--- src/rtl/boot_pkg.sv ---
// Shared definitions for the SPI flash boot loader.
// Holds the boot FSM state type, the flash read command and the
// command/address bit counts. The ERROR state exists only when the
// image checksum check is built in (macro BOOT_CHECKSUM_EN).
package boot_pkg;

    localparam logic [7:0] FLASH_CMD_READ = 8'h03;
    localparam int         CMD_BITS       = 8;
    localparam int         ADDR_BITS      = 24;

`ifdef BOOT_CHECKSUM_EN
    typedef enum logic [2:0] {
        IDLE, CMD, ADDR, DATA, WRITE, DONE, ERROR
    } boot_state_t;
`else
    typedef enum logic [2:0] {
        IDLE, CMD, ADDR, DATA, WRITE, DONE
    } boot_state_t;
`endif

    // Flash bytes arrive in order b0 b1 b2 b3, each MSB first, so the raw
    // shift register holds {b0,b1,b2,b3}; the RAM word is little-endian.
    function automatic logic [31:0] le_word(input logic [31:0] raw);
        return {raw[7:0], raw[15:8], raw[23:16], raw[31:24]};
    endfunction

endpackage

--- src/rtl/spi_flash_boot_loader_shift_engine.sv ---
// spi_shift_engine: SPI mode-0 clock divider plus a 32-bit transmit and
// receive shifter.
//   load     : restart the divider with sclk low and present tx_data[31]
//   en       : run sclk; when low, sclk and mosi are forced to 0
//   tx_data  : 32 bits sent MSB first, mosi updated on sclk falling edges
//   miso     : sampled in the cycle whose clock edge raises sclk
//   bit_done : one-cycle pulse in that sampling cycle
//   bit_cnt  : bits sampled since load, modulo 32
//   rx_word  : received word including the bit being sampled now
module spi_shift_engine #(
    parameter int CLK_DIV = 2
) (
    input  logic        clk,
    input  logic        rst,
    input  logic        load,
    input  logic        en,
    input  logic [31:0] tx_data,
    input  logic        miso,
    output logic        sclk,
    output logic        mosi,
    output logic        bit_done,
    output logic [4:0]  bit_cnt,
    output logic [31:0] rx_word
);

    localparam int               DIV_W    = (CLK_DIV > 1) ? $clog2(CLK_DIV) : 1;
    localparam logic [DIV_W-1:0] DIV_LOAD = DIV_W'(CLK_DIV - 1);

    logic [DIV_W-1:0] div_cnt;
    logic [30:0]      tx_shift;
    logic [30:0]      rx_shift;
    logic             tick;

    // Half-period timer: down-counter, sclk toggles at terminal count.
    assign tick     = en && (div_cnt == '0);
    assign bit_done = tick && !sclk;
    assign rx_word  = {rx_shift, miso};

    always_ff @(posedge clk or posedge rst) begin
        if (rst) begin
            div_cnt  <= '0;
            sclk     <= 1'b0;
            mosi     <= 1'b0;
            tx_shift <= '0;
            rx_shift <= '0;
            bit_cnt  <= '0;
        end else if (load) begin
            div_cnt  <= DIV_LOAD;
            sclk     <= 1'b0;
            mosi     <= tx_data[31];
            tx_shift <= tx_data[30:0];
            bit_cnt  <= '0;
        end else if (!en) begin
            div_cnt  <= DIV_LOAD;
            sclk     <= 1'b0;
            mosi     <= 1'b0;
            bit_cnt  <= '0;
        end else if (tick) begin
            div_cnt <= DIV_LOAD;
            sclk    <= !sclk;
            if (!sclk) begin
                rx_shift <= rx_word[30:0];
                bit_cnt  <= bit_cnt + 5'd1;
            end else begin
                // Falling edge: next bit gets a full low half-period of setup.
                mosi     <= tx_shift[30];
                tx_shift <= {tx_shift[29:0], 1'b0};
            end
        end else begin
            div_cnt <= div_cnt - DIV_W'(1);
        end
    end

endmodule

--- src/rtl/spi_flash_boot_loader.sv ---
// spi_flash_boot_loader: boot-time SPI master that streams IMG_WORDS
// 32-bit words from serial flash (read command 03 at FLASH_BASE) into the
// code RAM write port, holding the CPU in reset until the copy completes.
// Optional macro BOOT_CHECKSUM_EN: one trailing word is read and compared
// with the mod-2^32 sum of the image; a mismatch parks the FSM in ERROR.
// Ports:
//   clk, rst                    : system clock, async active-high reset
//   spi_sclk/cs_n/mosi/miso     : SPI mode-0 flash interface
//   mem_we/mem_addr/mem_wdata   : code RAM write port, one-cycle strobe
//   cpu_rst                     : core reset, released when boot completes
//   boot_sequence_done          : sticky boot-complete flag
//   boot_error                  : checksum failure (0 without the macro)
//
// state | meaning
// IDLE  | one cycle after reset, drops chip select and loads the header
// CMD   | shifting out the 8-bit read command
// ADDR  | shifting out the 24-bit flash byte address
// DATA  | receiving one 32-bit word
// WRITE | one cycle, RAM write strobe (or checksum capture) active
// DONE  | image loaded, CPU released, until reset
// ERROR | checksum mismatch, CPU held in reset (BOOT_CHECKSUM_EN only)
module spi_flash_boot_loader
    import boot_pkg::*;
#(
    parameter int          IMG_WORDS  = 4096,
    parameter logic [23:0] FLASH_BASE = 24'h000000,
    parameter int          CLK_DIV    = 2,
    parameter int          ADDR_W     = 12
) (
    input  logic              clk,
    input  logic              rst,
    output logic              spi_sclk,
    output logic              spi_cs_n,
    output logic              spi_mosi,
    input  logic              spi_miso,
    output logic              mem_we,
    output logic [ADDR_W-1:0] mem_addr,
    output logic [31:0]       mem_wdata,
    output logic              cpu_rst,
    output logic              boot_sequence_done,
    output logic              boot_error
);

    localparam logic [ADDR_W-1:0] LAST_ADDR = ADDR_W'(IMG_WORDS - 1);
    localparam int                HDR_BITS  = CMD_BITS + ADDR_BITS;

    boot_state_t state;
    logic        eng_load;
    logic        eng_en;
    logic        bit_done;
    logic [4:0]  bit_cnt;
    logic [31:0] rx_word;
    logic        word_done;
    logic        last_word;
    logic        final_word;

    assign word_done = bit_done && (bit_cnt == 5'd31);
    assign last_word = (mem_addr == LAST_ADDR);

`ifdef BOOT_CHECKSUM_EN
    logic        csum_phase;
    logic [31:0] csum_acc;
    logic [31:0] csum_rx;
    logic        boot_error_q;

    assign final_word = csum_phase;
    assign boot_error = boot_error_q;
`else
    assign final_word = last_word;
    assign boot_error = 1'b0;
`endif

    // The engine keeps running through WRITE so the stream has no gaps;
    // it stops in the final WRITE so sclk falls as chip select rises.
    assign eng_load = (state == IDLE);
    assign eng_en   = (state == CMD) || (state == ADDR) || (state == DATA) ||
                      ((state == WRITE) && !final_word);

    spi_shift_engine #(
        .CLK_DIV (CLK_DIV)
    ) u_shift (
        .clk      (clk),
        .rst      (rst),
        .load     (eng_load),
        .en       (eng_en),
        .tx_data  ({FLASH_CMD_READ, FLASH_BASE}),
        .miso     (spi_miso),
        .sclk     (spi_sclk),
        .mosi     (spi_mosi),
        .bit_done (bit_done),
        .bit_cnt  (bit_cnt),
        .rx_word  (rx_word)
    );

    always_ff @(posedge clk or posedge rst) begin
        if (rst) begin
            state              <= IDLE;
            spi_cs_n           <= 1'b1;
            mem_we             <= 1'b0;
            mem_addr           <= '0;
            mem_wdata          <= '0;
            cpu_rst            <= 1'b1;
            boot_sequence_done <= 1'b0;
`ifdef BOOT_CHECKSUM_EN
            csum_phase         <= 1'b0;
            csum_acc           <= '0;
            csum_rx            <= '0;
            boot_error_q       <= 1'b0;
`endif
        end else begin
            case (state)
                IDLE: begin
                    spi_cs_n <= 1'b0;
                    state    <= CMD;
                end
                CMD: begin
                    if (bit_done && (bit_cnt == 5'(CMD_BITS - 1))) state <= ADDR;
                end
                ADDR: begin
                    if (bit_done && (bit_cnt == 5'(HDR_BITS - 1))) state <= DATA;
                end
                DATA: begin
                    if (word_done) begin
                        state <= WRITE;
`ifdef BOOT_CHECKSUM_EN
                        if (csum_phase) begin
                            csum_rx <= le_word(rx_word);
                        end else begin
                            mem_we    <= 1'b1;
                            mem_wdata <= le_word(rx_word);
                            csum_acc  <= csum_acc + le_word(rx_word);
                        end
`else
                        mem_we    <= 1'b1;
                        mem_wdata <= le_word(rx_word);
`endif
                    end
                end
                WRITE: begin
                    mem_we <= 1'b0;
                    if (final_word) begin
                        spi_cs_n <= 1'b1;
`ifdef BOOT_CHECKSUM_EN
                        state <= (csum_acc == csum_rx) ? DONE : ERROR;
`else
                        state <= DONE;
`endif
                    end else begin
                        state <= DATA;
`ifdef BOOT_CHECKSUM_EN
                        // Address stays at the last word while the checksum word streams in.
                        if (last_word) csum_phase <= 1'b1;
                        else           mem_addr   <= mem_addr + ADDR_W'(1);
`else
                        mem_addr <= mem_addr + ADDR_W'(1);
`endif
                    end
                end
                DONE: begin
                    cpu_rst            <= 1'b0;
                    boot_sequence_done <= 1'b1;
                end
`ifdef BOOT_CHECKSUM_EN
                ERROR: begin
                    boot_error_q <= 1'b1;
                end
`endif
                default: state <= IDLE;
            endcase
        end
    end

endmodule

--- config.mk ---
export PLATFORM = sky130hd
export DESIGN_NAME = spi_flash_boot_loader
export DESIGN_NICKNAME = d
export VERILOG_FILES = /design/src/rtl/boot_pkg.sv /design/src/rtl/spi_flash_boot_loader_shift_engine.sv /design/src/rtl/spi_flash_boot_loader.sv
export SDC_FILE = /design/constraint.sdc
export NUM_CORES = 1
export LEC_CHECK = 0
export CAP_MARGIN = 15
export CORE_MARGIN = 4
export CORE_UTILIZATION = 30
export CTS_CLUSTER_SIZE = 16
export DETAILED_ROUTE_END_ITERATION = 10
export PLACE_DENSITY_LB_ADDON = 0.05
export SLEW_MARGIN = 20
export SYNTH_ARGS = -nofsm -noshare
export SYNTH_HDL_FRONTEND = slang
export SYNTH_SLANG_ARGS = --single-unit
--- constraint.sdc ---
create_clock -name clk -period 4.1 [get_ports clk]
set_input_delay 0.82 -clock clk [delete_from_list [all_inputs] [get_ports clk]]
set_output_delay 0.82 -clock clk [all_outputs]
set_load 0.01 [all_outputs]
# == Yosys cells after proc, flatten, opt, wreduce, memory -nomap -nowiden ==
# Cells that the tools add are included.
# totals
wordCells,88
register_bits,121
inputBits,3
# classes
n_addsub,3
n_reduce_logical,25
muxes,27
bitwise_logic,5
n_eq_ne,15
# op_table
cell,count
$mux 31,4
$mux 5,4
$pmux 3 s6,1
$add 12x1->12 const B,1
$eq 12x12->1 const B,1
$mux 1,12
$mux 3,4
$reduce_and 2->1,6
$reduce_bool 2->1,5
$ne 3x3->1 const B,3
$reduce_and 4->1,2
$eq 3x2->1 const B,2
$eq 3x3->1 const B,2
$ne 2x2->1 const B,3
$add 5x1->5 const B,1
$eq 5x3->1 const B,1
$eq 5x5->1 const B,1
$logic_and 1x1->1,5
$not 1->1,5
$pmux 1 s2,2
$eq 3x1->1 const B,1
$logic_not 3->1,1
$logic_or 1x1->1,3
$reduce_and 3->1,1
other kinds (3),4

# == Logic depth before layout (Yosys ltp) ==
# Gate-level depths: netlist of run 1.
# logic_depth
ltp_word,9
ltp_mapped,7

# == By module ==
# From an unflattened synthesis of run 1, not the netlist that was laid out.
# hier_totals
cells_unflattened,440
area_unflattened_um2,5333.9
# modules_own_cells
mod,area_per_inst_um2,seq_area_each_um2,cells_per_inst,n_inst
spi_shift_engine,3020.4,1751.7,280,1
spi_flash_boot_loader,2313.5,1278.7,160,1

# == Worst setup path before layout of run 1 ==
# Ideal clock, no wire load.
# synth_timing
path_kind,reg2reg
startpoint,register u_shift.bit_cnt[0]
endpoint,register mem_wdata[3]
stages_incl_launch_ff,7
setup_time_ns,0.125
setup_slack_ns,2.122
arrival_time_ns,1.853
required_ns,3.975
cell_sequence,dfrtp_1 -> ha_1 -> and3_1 -> ha_1 -> nand4_2 -> clkbuf_1 -> mux2_2
# synth_between
elab_chain_len,3
# synth_rtl
element,line,text
"start, declared",spi_flash_boot_loader_shift_engine.sv:22,"output logic [4:0] bit_cnt,"
"start signal, assigned",spi_flash_boot_loader_shift_engine.sv:63,bit_cnt <= bit_cnt + 5'd1;
$eq 5x5->1,spi_flash_boot_loader.sv:57,assign word_done = bit_done && (bit_cnt == 5'd31);
$logic_and 1x1->1,spi_flash_boot_loader.sv:57,
$reduce_and 2->1 (no source line),n/a,
"end signal, assigned",spi_flash_boot_loader.sv:135,mem_wdata <= le_word(rx_word);
"end, declared",spi_flash_boot_loader.sv:38,"output logic [31:0] mem_wdata,"
# Every way passes these cells.
# A chain may end at the register's enable or synchronous reset.

# == Final worst setup path of run 1 ==
# layout_timing
startpoint,register state[1]
endpoint,register mem_addr[10]
# layout_between
elab_chain_len,2
# layout_rtl
element,line,text
"start, declared",spi_flash_boot_loader.sv:47,boot_state_t state;
"start signal, assigned",spi_flash_boot_loader.sv:97,state <= IDLE;
"start signal, assigned",spi_flash_boot_loader.sv:114,state <= CMD;
"start signal, assigned",spi_flash_boot_loader.sv:117,if (bit_done && (bit_cnt == 5'(CMD_BITS - 1))) state <= ADDR;
$eq 3x3->1,spi_flash_boot_loader.sv:111,case (state)
$reduce_and 2->1 (no source line),n/a,
"end signal, assigned",spi_flash_boot_loader.sv:155,mem_addr <= mem_addr + ADDR_W'(1);
"end, declared",spi_flash_boot_loader.sv:37,"output logic [ADDR_W-1:0] mem_addr,"
# Every way passes these cells.

==> flow_summary.json, run 1 <==
{
  "outcome": "complete, no violations",
  "synth_area_leaders": "dfrtp_1 (50%), nor3_1 (6.4%), mux2_2 (3.8%)",
  "period_needed_ns": 2.62,
  "synth_most_common_cell": "dfrtp_1",
  "htreeDepth": 3,
  "crit_type": "reg2reg",
  "grt_max_degree": 46,
  "die_h_um": 135,
  "maxSlewViolCount": 0,
  "rows": 45,
  "ys_seq_area_share_pct": 50.6,
  "vdd_drop_max_v": 0.000175,
  "cp-end-kind": "flop",
  "ant_nets": 0,
  "cts-root-buf": "clkbuf_16",
  "synth_area_mm2": 0.00480,
  "clock_latency_ns": 0.35,
  "synth_common_cells": "dfrtp_1 (95), nor3_1 (61), nand2_1 (32), clkbuf_1 (25)",
  "place_area_mm2": 0.00549,
  "cpPeakStageDelay_ns": 1.06,
  "p_leak_nw": 2.39,
  "rsz0062_at_grt": "false",
  "area_delta_synth_final_pct": 20.6,
  "num_vias": 3861,
  "final_hold_viol_count": 0,
  "skew_ns": 0.00923,
  "die_x_um": 135,
  "async_flop_share_pct": 100,
  "ys.flop_type": "dfrtp_1",
  "synth_seq_cells": 97,
  "startpoint_type": "flop",
  "clk_pin_slew_ns": 0.06,
  "dp_cells": 701,
  "yosys.area.top_type": "dfrtp_1",
  "initial_utilization_pct": 31.1,
  "hold_path.class": "reg2reg",
  "dp_hpwl_mm": 8.04,
  "yosysTopAreaCellShare_pct": 49.5,
  "first_global_vias": 3830,
  "drtIter0Drc": 237,
  "synthesis.instances": 469,
  "final_area_mm2": 0.00579,
  "antenna_found_initial": 0,
  "drt_wl_total_mm": 12.9,
  "crit_slowest_cell": "dfrtp_1",
  "synth-edff-count": 0,
  "tightest_slew_ns": 1.09,
  "fin_cells": 717,
  "yosysWarnings": 0,
  "vias_per_cell": 5.38,
  "slew_headroom_pct": 27.2,
  "grt_first_pass_wirelength_mm": 21.2,
  "maxCapViolCount": 0,
  "ctsHoldBuffers": 0,
  "globalRouteOverflowTotal": 0,
  "min_period_over_period_pct": 64.0,
  "port_buffers": 52,
  "die_area_mm2": 0.0181,
  "clock-sinks": 97,
  "gp_congestion": 0.736,
  "crit_fanout": 32,
  "final.setup.tns_ns": 0,
  "setup_viol": 0,
  "postSynthAreaPerCell_um2": 10.2,
  "worstPathRequired_ns": 4.31,
  "hold_start": "boot_sequence_done",
  "post_cts_buffers": 0,
  "cts_resized": 0,
  "ys_types": 52,
  "drc": 0,
  "coreArea_mm2": 0.0154,
  "synth_fp_nets": 475,
  "critical_path_arrival_ns": 2.84,
  "nNetsFinal": 507,
  "wl_per_cell_um": 18.0,
  "cts_tree": "built",
  "cts_buffers": 9,
  "crit_path_start": "state[1]",
  "grt.total_usage_pct": 14.7,
  "drtPass1Iterations": 5,
  "clk_path_buf_depth": 2,
  "cp_cell_sequence": "or3b_1 > nor2_2 > nor4b_2 > xor2_1",
  "fmax_mhz": 381,
  "powerDensity_mw_per_mm2": 320,
  "ios": 54,
  "diodes": 0,
  "drive_gt1_share_pct": 12.6,
  "r2r-start": "state[1]"
}
==> cell families (layout without fill, tap and decap cells) <==
| family | Yosys count | in the layout | synth area share [%] |
|---|---|---|---|
| DFF | 97 | 97 | 50.6 |
| muxes | 28 | 28 | 7.03 |
| adders and majority gates | 3 | 3 | 0.782 |
| and+or+nand+nor | 152 | 152 | 17.0 |
| xor gates and xnor gates | 12 | 12 | 2.19 |
| other | 1 | 1 | 0.0781 |
| AOI/OAI and AO/OA | 120 | 120 | 17.6 |
| buffers and inverters | 56 | 93 | 4.77 |
==> path summary, 6_finish.rpt <==
| path | cells after the start | slack [ns] | to |
|---|---|---|---|
| setup / recovery | 4 | 1.48 | mem_addr[10] |
| hold / removal | 1 | 0.47 | boot_sequence_done |
| setup reg to reg | 4 | 1.48 | mem_addr[10] |
| hold reg to reg | 1 | 0.47 | boot_sequence_done |
| max in group asynchronous | 3 | 2.40 | spi_cs_n |
| min in group asynchronous | 2 | 0.89 | mem_wdata[11] |
==> where the power goes <==
part           internal, mW  switching, mW  leakage (nW)  total (mW)
combinational        0.0110         0.0286         0.952      0.0396
sequential            0.963        0.00928          1.30       0.973
clock                 0.479          0.360         0.142       0.839
==> critical path: cells and delay by family, from the launching register on <==
kind / cells / cell delay (ns)
xor gates and xnor gates: 1 / 0.15
DFF: 1 / 1.06
and+or+nand+nor: 3 / 1.25
==> flip-flops by register name (all words and copies together), names as in the netlist <==
| signal | cells |
|---|---|
| u_shift.rx_shift | 31 |
| mem_wdata | 32 |
| u_shift.bit_cnt | 5 |
| mem_we | 1 |
| spi_cs_n | 1 |
| state | 3 |
| u_shift.tx_shift | 7 |
| mem_addr | 12 |
| u_shift.mosi | 1 |
| cpu_rst | 1 |
| u_shift.sclk | 1 |
| u_shift.div_cnt | 1 |
| boot_sequence_done | 1 |
==> metal layers <==
layer	global-route usage, %	vias up	routed length, um
met5	0	-	0
met3	2.57	16	587
met2	21.5	112	5630
met4	6.62	0	285
met1	21.3	1922	6370
li1	-	1811	-
==> placed cells by master (no fill, tap or decap), drive strengths merged, types with 5 or more instances in the layout <==
master	Yosys	final
a211oi	22	22
a21oi	23	23
a31oi	16	16
buf	16	10
clkbuf	25	15
clkdlybuf4s50	0	52
dfrtp	95	95
inv	15	15
mux2	28	28
nand2	32	32
nand3	7	7
nand4	5	5
nor2	12	12
nor3	61	61
nor4	13	13
o21ai	18	18
o221a	7	7
o22ai	12	12
o31ai	13	13
xnor2	6	6
xor2	6	6
==> cell type report <==
type	count	area, um2
Fill cell	1555	9630
Sequential cell	97	2430
Multi-Input combinational cell	316	2150
Timing Repair Buffer	62	596
Clock buffer	15	288
Tap cell	211	264
Inverter	15	58.8
Clock inverter	1	7.51
==> metrics by stage <==
step	power, mW	util, %	setup slack (ns)	hold slack [ns]
floorplan	1.01	-	0.750	0.478
global placement	1.03	35.6	1.46	0.462
detailed placement	1.03	35.6	1.46	0.460
CTS	1.89	37.5	1.43	0.480
global route	1.92	37.6	1.25	0.488
finish	1.85	37.6	1.48	0.472
(Power assumes the default switching activity.)
==> inputs of run 2 (changes only) <==
- clock period: 4.1 -> 2.1 ns (I/O delays scaled with it)
==> flow_summary.json, run 2 (synthesis gave the netlist of run 1 again) <==
{
  "outcome": "complete, no violations",
  "num_vias": 3897,
  "pre_cts_slack_ns": 0.100,
  "htreeDepth": 3,
  "gp_congestion": 0.770,
  "grt_max_degree": 56,
  "largest_reg_flops": 32,
  "wl_per_cell_um": 17.5,
  "r2r_slack_ns": 0.15,
  "die_h_um": 135,
  "min_period_over_period_pct": 92.6,
  "cts_buffers": 9,
  "setup_viol": 0,
  "hold_start": "boot_sequence_done",
  "layout_commonest_cell": "dfrtp_1",
  "cp-end-kind": "flop",
  "skew_ns": 0.00919,
  "crit_type": "reg2reg",
  "hold_path.class": "reg2reg",
  "nNetsFinal": 527,
  "post_cts_buffers": 0,
  "initial_utilization_pct": 31.1,
  "top_regs": "mem_wdata x32, u_shift.rx_shift x31, mem_addr x12",
  "drt_wl_total_mm": 12.9,
  "maxCapViolCount": 0,
  "drtPass1Iterations": 5,
  "clk_pin_slew_ns": 0.07,
  "ios": 54,
  "port_buffers": 52,
  "die_x_um": 135,
  "final_hold_viol_count": 0,
  "cts-root-buf": "clkbuf_16",
  "hold_ws_ns": 0.470,
  "worstRegToRegCells": 6,
  "slew_headroom_pct": 62.1,
  "fin_ws_ns": 0.154,
  "drc": 0,
  "final_cell_mix": "dfrtp_1 (95), nor3_1 (61), clkdlybuf4s50_1 (52), nand2_1 (32), buf_4 (25)",
  "r2r-start": "mem_addr[1]",
  "cts_resized": 0,
  "holdPathStages": 1,
  "holdPathEnd": "boot_sequence_done",
  "cp_top_family": "compound AO/OA/AOI/OAI gates",
  "crit_fanout": 6,
  "powerDensity_mw_per_mm2": 611,
  "drtIter0Drc": 247,
  "first_global_vias": 3747,
  "dp_hpwl_mm": 8.48,
  "cp_cell_sequence": "ha_1 > nand3_1 > buf_4 > o31ai_4 > a21oi_4 > mux2_4",
  "clock-sinks": 97,
  "coreArea_mm2": 0.0154,
  "maxSlewViolCount": 0,
  "fmax_mhz": 514,
  "grt.total_usage_pct": 14.6,
  "period_needed_ns": 1.95,
  "worstPathRequired_ns": 2.33,
  "antenna_found_initial": 0,
  "regMostFlops": "mem_wdata",
  "ant_nets": 0,
  "crit_cells": 6,
  "crit_slowest_cell": "dfrtp_1",
  "critical_path_arrival_ns": 2.18,
  "cts_tree": "built",
  "rows": 45,
  "p_leak_nw": 2.50,
  "area_delta_synth_final_pct": 25.1,
  "tightest_slew_ns": 0.568,
  "clk_path_buf_depth": 2,
  "clock_latency_ns": 0.35,
  "final.setup.tns_ns": 0,
  "vias_per_cell": 5.29,
  "drive_gt1_share_pct": 15.6,
  "cpPeakStageDelay_ns": 0.42,
  "grt_first_pass_wirelength_mm": 21.0,
  "vdd_drop_max_v": 0.000337,
  "globalRouteOverflowTotal": 0,
  "ctsHoldBuffers": 0,
  "worst-path-buf-inv": 1,
  "rsz0062_at_grt": "false",
  "die_area_mm2": 0.0181,
  "diodes": 0,
  "startpoint_type": "flop",
  "rr_endpoint": "u_shift.rx_shift[29]"
}
[run 2: cell types whose count changed in the layout (fill, tap and decap cells not counted), moves of 3 or more]
cell        delta
clkbuf_8       -3
buf_4         +15
clkinvlp_4     +3
buf_12         +5
[run 2: worst max path at each step]
stage / start / end
global placement: mem_addr[1] / u_shift.div_cnt
finish: mem_addr[1] / u_shift.rx_shift[29]
CTS: mem_addr[1] / u_shift.div_cnt
detailed placement: mem_addr[1] / u_shift.bit_cnt[3]
floorplan: u_shift.bit_cnt[0] / mem_wdata[3]
global route: mem_addr[1] / u_shift.tx_shift[27]
[run 2: layout make-up]
| type | instances | area [um2] |
|---|---|---|
| tap | 211 | 264 |
| clock buffer | 12 | 246 |
| multi-input combinational | 316 | 2140 |
| sequential | 97 | 2430 |
| timing repair buffer | 82 | 808 |
| clock inverter | 4 | 52.6 |
| fill | 1583 | 9420 |
| inverter | 15 | 60.1 |
[run 2: per-layer routing]
metal  wire [um]  track usage [%]
met1        6300             20.7
met2        5740             22.0
met3         734             4.25
met4         108             3.68
met5           0                0
[run 2: report_power, final]
group / internal, mW / switching, mW
registers: 1.88 / 0.0175
clock network: 0.958 / 0.734
logic: 0.0257 / 0.0549
[run 2: worst reg2reg max path, stage by stage (launching register included)]
cell and delay (ns):
dfrtp_1 0.42, ha_1 0.24, nand3_1 0.21, buf_4 0.16, o31ai_4 0.06, a21oi_4 0.39, mux2_4 0.34
[run 2: through the flow]
stage	instances	area, um2	power [mW]	utilization, %
finish	737	6010	3.67	38.9
global route	737	6010	3.83	38.9
CTS	737	6000	3.74	38.9
detailed placement	721	5710	2.02	37.0
global placement	721	5710	2.02	37.0
floorplan	469	4810	1.98	-
==> inputs of run 3 (changes only) <==
- CORE_UTILIZATION: 30 -> 51
==> flow_summary.json, run 3 (synthesis gave the netlist of run 1 again) <==
{
  "top_regs": "mem_wdata x32, u_shift.rx_shift x31, mem_addr x12",
  "nNetsFinal": 517,
  "p_leak_nw": 2.44,
  "die_h_um": 105,
  "clk_pin_slew_ns": 0.10,
  "first_global_vias": 3704,
  "fmax_mhz": 527,
  "grt.total_usage_pct": 20.9,
  "p_clk_share_pct": 42.5,
  "dp_cells": 611,
  "num_vias": 3860,
  "power.internal_mw": 2.71,
  "final_hold_viol_count": 0,
  "rr_endpoint": "mem_wdata[23]",
  "globalRouteOverflowTotal": 0,
  "period_needed_ns": 1.90,
  "worstRegToRegCells": 6,
  "tightest_slew_ns": 0.535,
  "min_period_over_period_pct": 90.3,
  "initial_utilization_pct": 52.2,
  "ios": 54,
  "drc": 0,
  "drt_wl_total_mm": 11.2,
  "p_sw_share_pct": 21.3,
  "clock_latency_ns": 0.36,
  "maxSlewViolCount": 0,
  "setup_viol": 0,
  "cpPeakStageDelay_ns": 0.60,
  "gp_congestion": 0.817,
  "r2r_slack_ns": 0.21,
  "wl_per_cell_um": 17.9,
  "clk_path_buf_depth": 2,
  "drive_gt1_share_pct": 14.7,
  "antenna_found_initial": 0,
  "rows": 35,
  "coreArea_mm2": 0.00920,
  "vdd_drop_max_v": 0.000393,
  "htreeDepth": 3,
  "die_area_mm2": 0.0110,
  "cts-root-buf": "clkbuf_8",
  "regMostFlops": "mem_wdata",
  "powerDensity_mw_per_mm2": 598,
  "fin_cells": 627,
  "rsz0062_at_grt": "false",
  "drtIter0Drc": 212,
  "r2r-start": "u_shift.bit_cnt[0]",
  "final_cell_mix": "dfrtp_1 (95), nor3_1 (61), clkdlybuf4s50_1 (52), nand2_1 (31)",
  "port_buffers": 52,
  "vias_per_cell": 6.16,
  "dp_hpwl_mm": 7.40,
  "slew_headroom_pct": 64.3,
  "cts_tree": "built",
  "diodes": 0,
  "p_switching_uw": 734,
  "layout_commonest_cell": "dfrtp_1",
  "crit_slowest_cell": "clkdlybuf4s50_1",
  "hold_path.class": "in2async",
  "area_delta_synth_final_pct": 19.9,
  "drtPass1Iterations": 5,
  "clock-sinks": 97,
  "grt_max_degree": 34,
  "die_x_um": 105,
  "p_seq_share_pct": 55.1,
  "outcome": "complete, no violations",
  "power_frac_comb_pct": 2.4,
  "startpoint_type": "flop",
  "crit_fanout": 7,
  "cts_buffers": 9,
  "largest_reg_flops": 32,
  "grt_first_pass_wirelength_mm": 19.0,
  "crit_type": "reg2out",
  "skew_ns": 0.00924,
  "cp_cell_sequence": "clkdlybuf4s50_1",
  "critical_path_arrival_ns": 1.48,
  "ant_nets": 0,
  "final.setup.tns_ns": 0,
  "worst-path-buf-inv": 1,
  "maxCapViolCount": 0,
  "worstPathRequired_ns": 1.68,
  "cp_top_family": "buffers and inverters",
  "cp-end-kind": "output pin",
  "final_util_pct": 62.6
}
run 3: layout make-up:
| type | count | area [um2] |
|---|---|---|
| flip-flops and latches | 97 | 2430 |
| clock inverters | 6 | 113 |
| well taps | 111 | 139 |
| clock buffers | 10 | 128 |
| repair buffers | 72 | 733 |
| multi-input cells | 316 | 2160 |
| fillers | 765 | 3440 |
| inverters | 15 | 60.1 |
run 3: power by group through the flow:
stage / registers [mW] / logic, mW / clock network, mW
after floorplan: 1.93 / 0.0510 / 0
after global placement: 1.93 / 0.0857 / 0
after detailed placement: 1.93 / 0.0876 / 0
after CTS: 1.90 / 0.0876 / 1.50
after global routing: 1.90 / 0.0968 / 1.58
final: 1.90 / 0.0834 / 1.46
run 3: stage by stage:
stage | setup WS [ns] | power, mW | hold slack [ns] | cell area [um2]
floorplan | 0.122 | 1.98 | 0.478 | 4810
global placement | 0.118 | 2.02 | 0.448 | 5510
detailed placement | 0.0797 | 2.02 | 0.452 | 5510
CTS | 0.0494 | 3.48 | 0.455 | 5750
global route | 0.0700 | 3.57 | 0.493 | 5760
finish | 0.204 | 3.44 | 0.449 | 5760
run 3: repair_timing:
action                     4_1_cts  5_1_grt
setup endpoints to repair        0       17
buffers inserted                 0        0
hold buffers                     0        0
gates resized for setup          0        4
run 3: routing by layer:
metal	share of wire (%)	track usage (%)
met5	0	0
met4	1.9	7.59
met3	5.2	3.15
met2	47	31.9
met1	46	30.1
run 3: how the worst max path moves through the flow:
stage                                   from                   end  cells after the start
after floorplan           u_shift.bit_cnt[0]          mem_wdata[3]                      6
after global placement           mem_addr[1]  u_shift.tx_shift[30]                      5
after detailed placement         mem_addr[1]  u_shift.tx_shift[30]                      5
after CTS                        mem_addr[1]  u_shift.tx_shift[30]                      5
after global routing                state[1]  u_shift.rx_shift[27]                      4
final                            mem_addr[4]           mem_addr[4]                      1
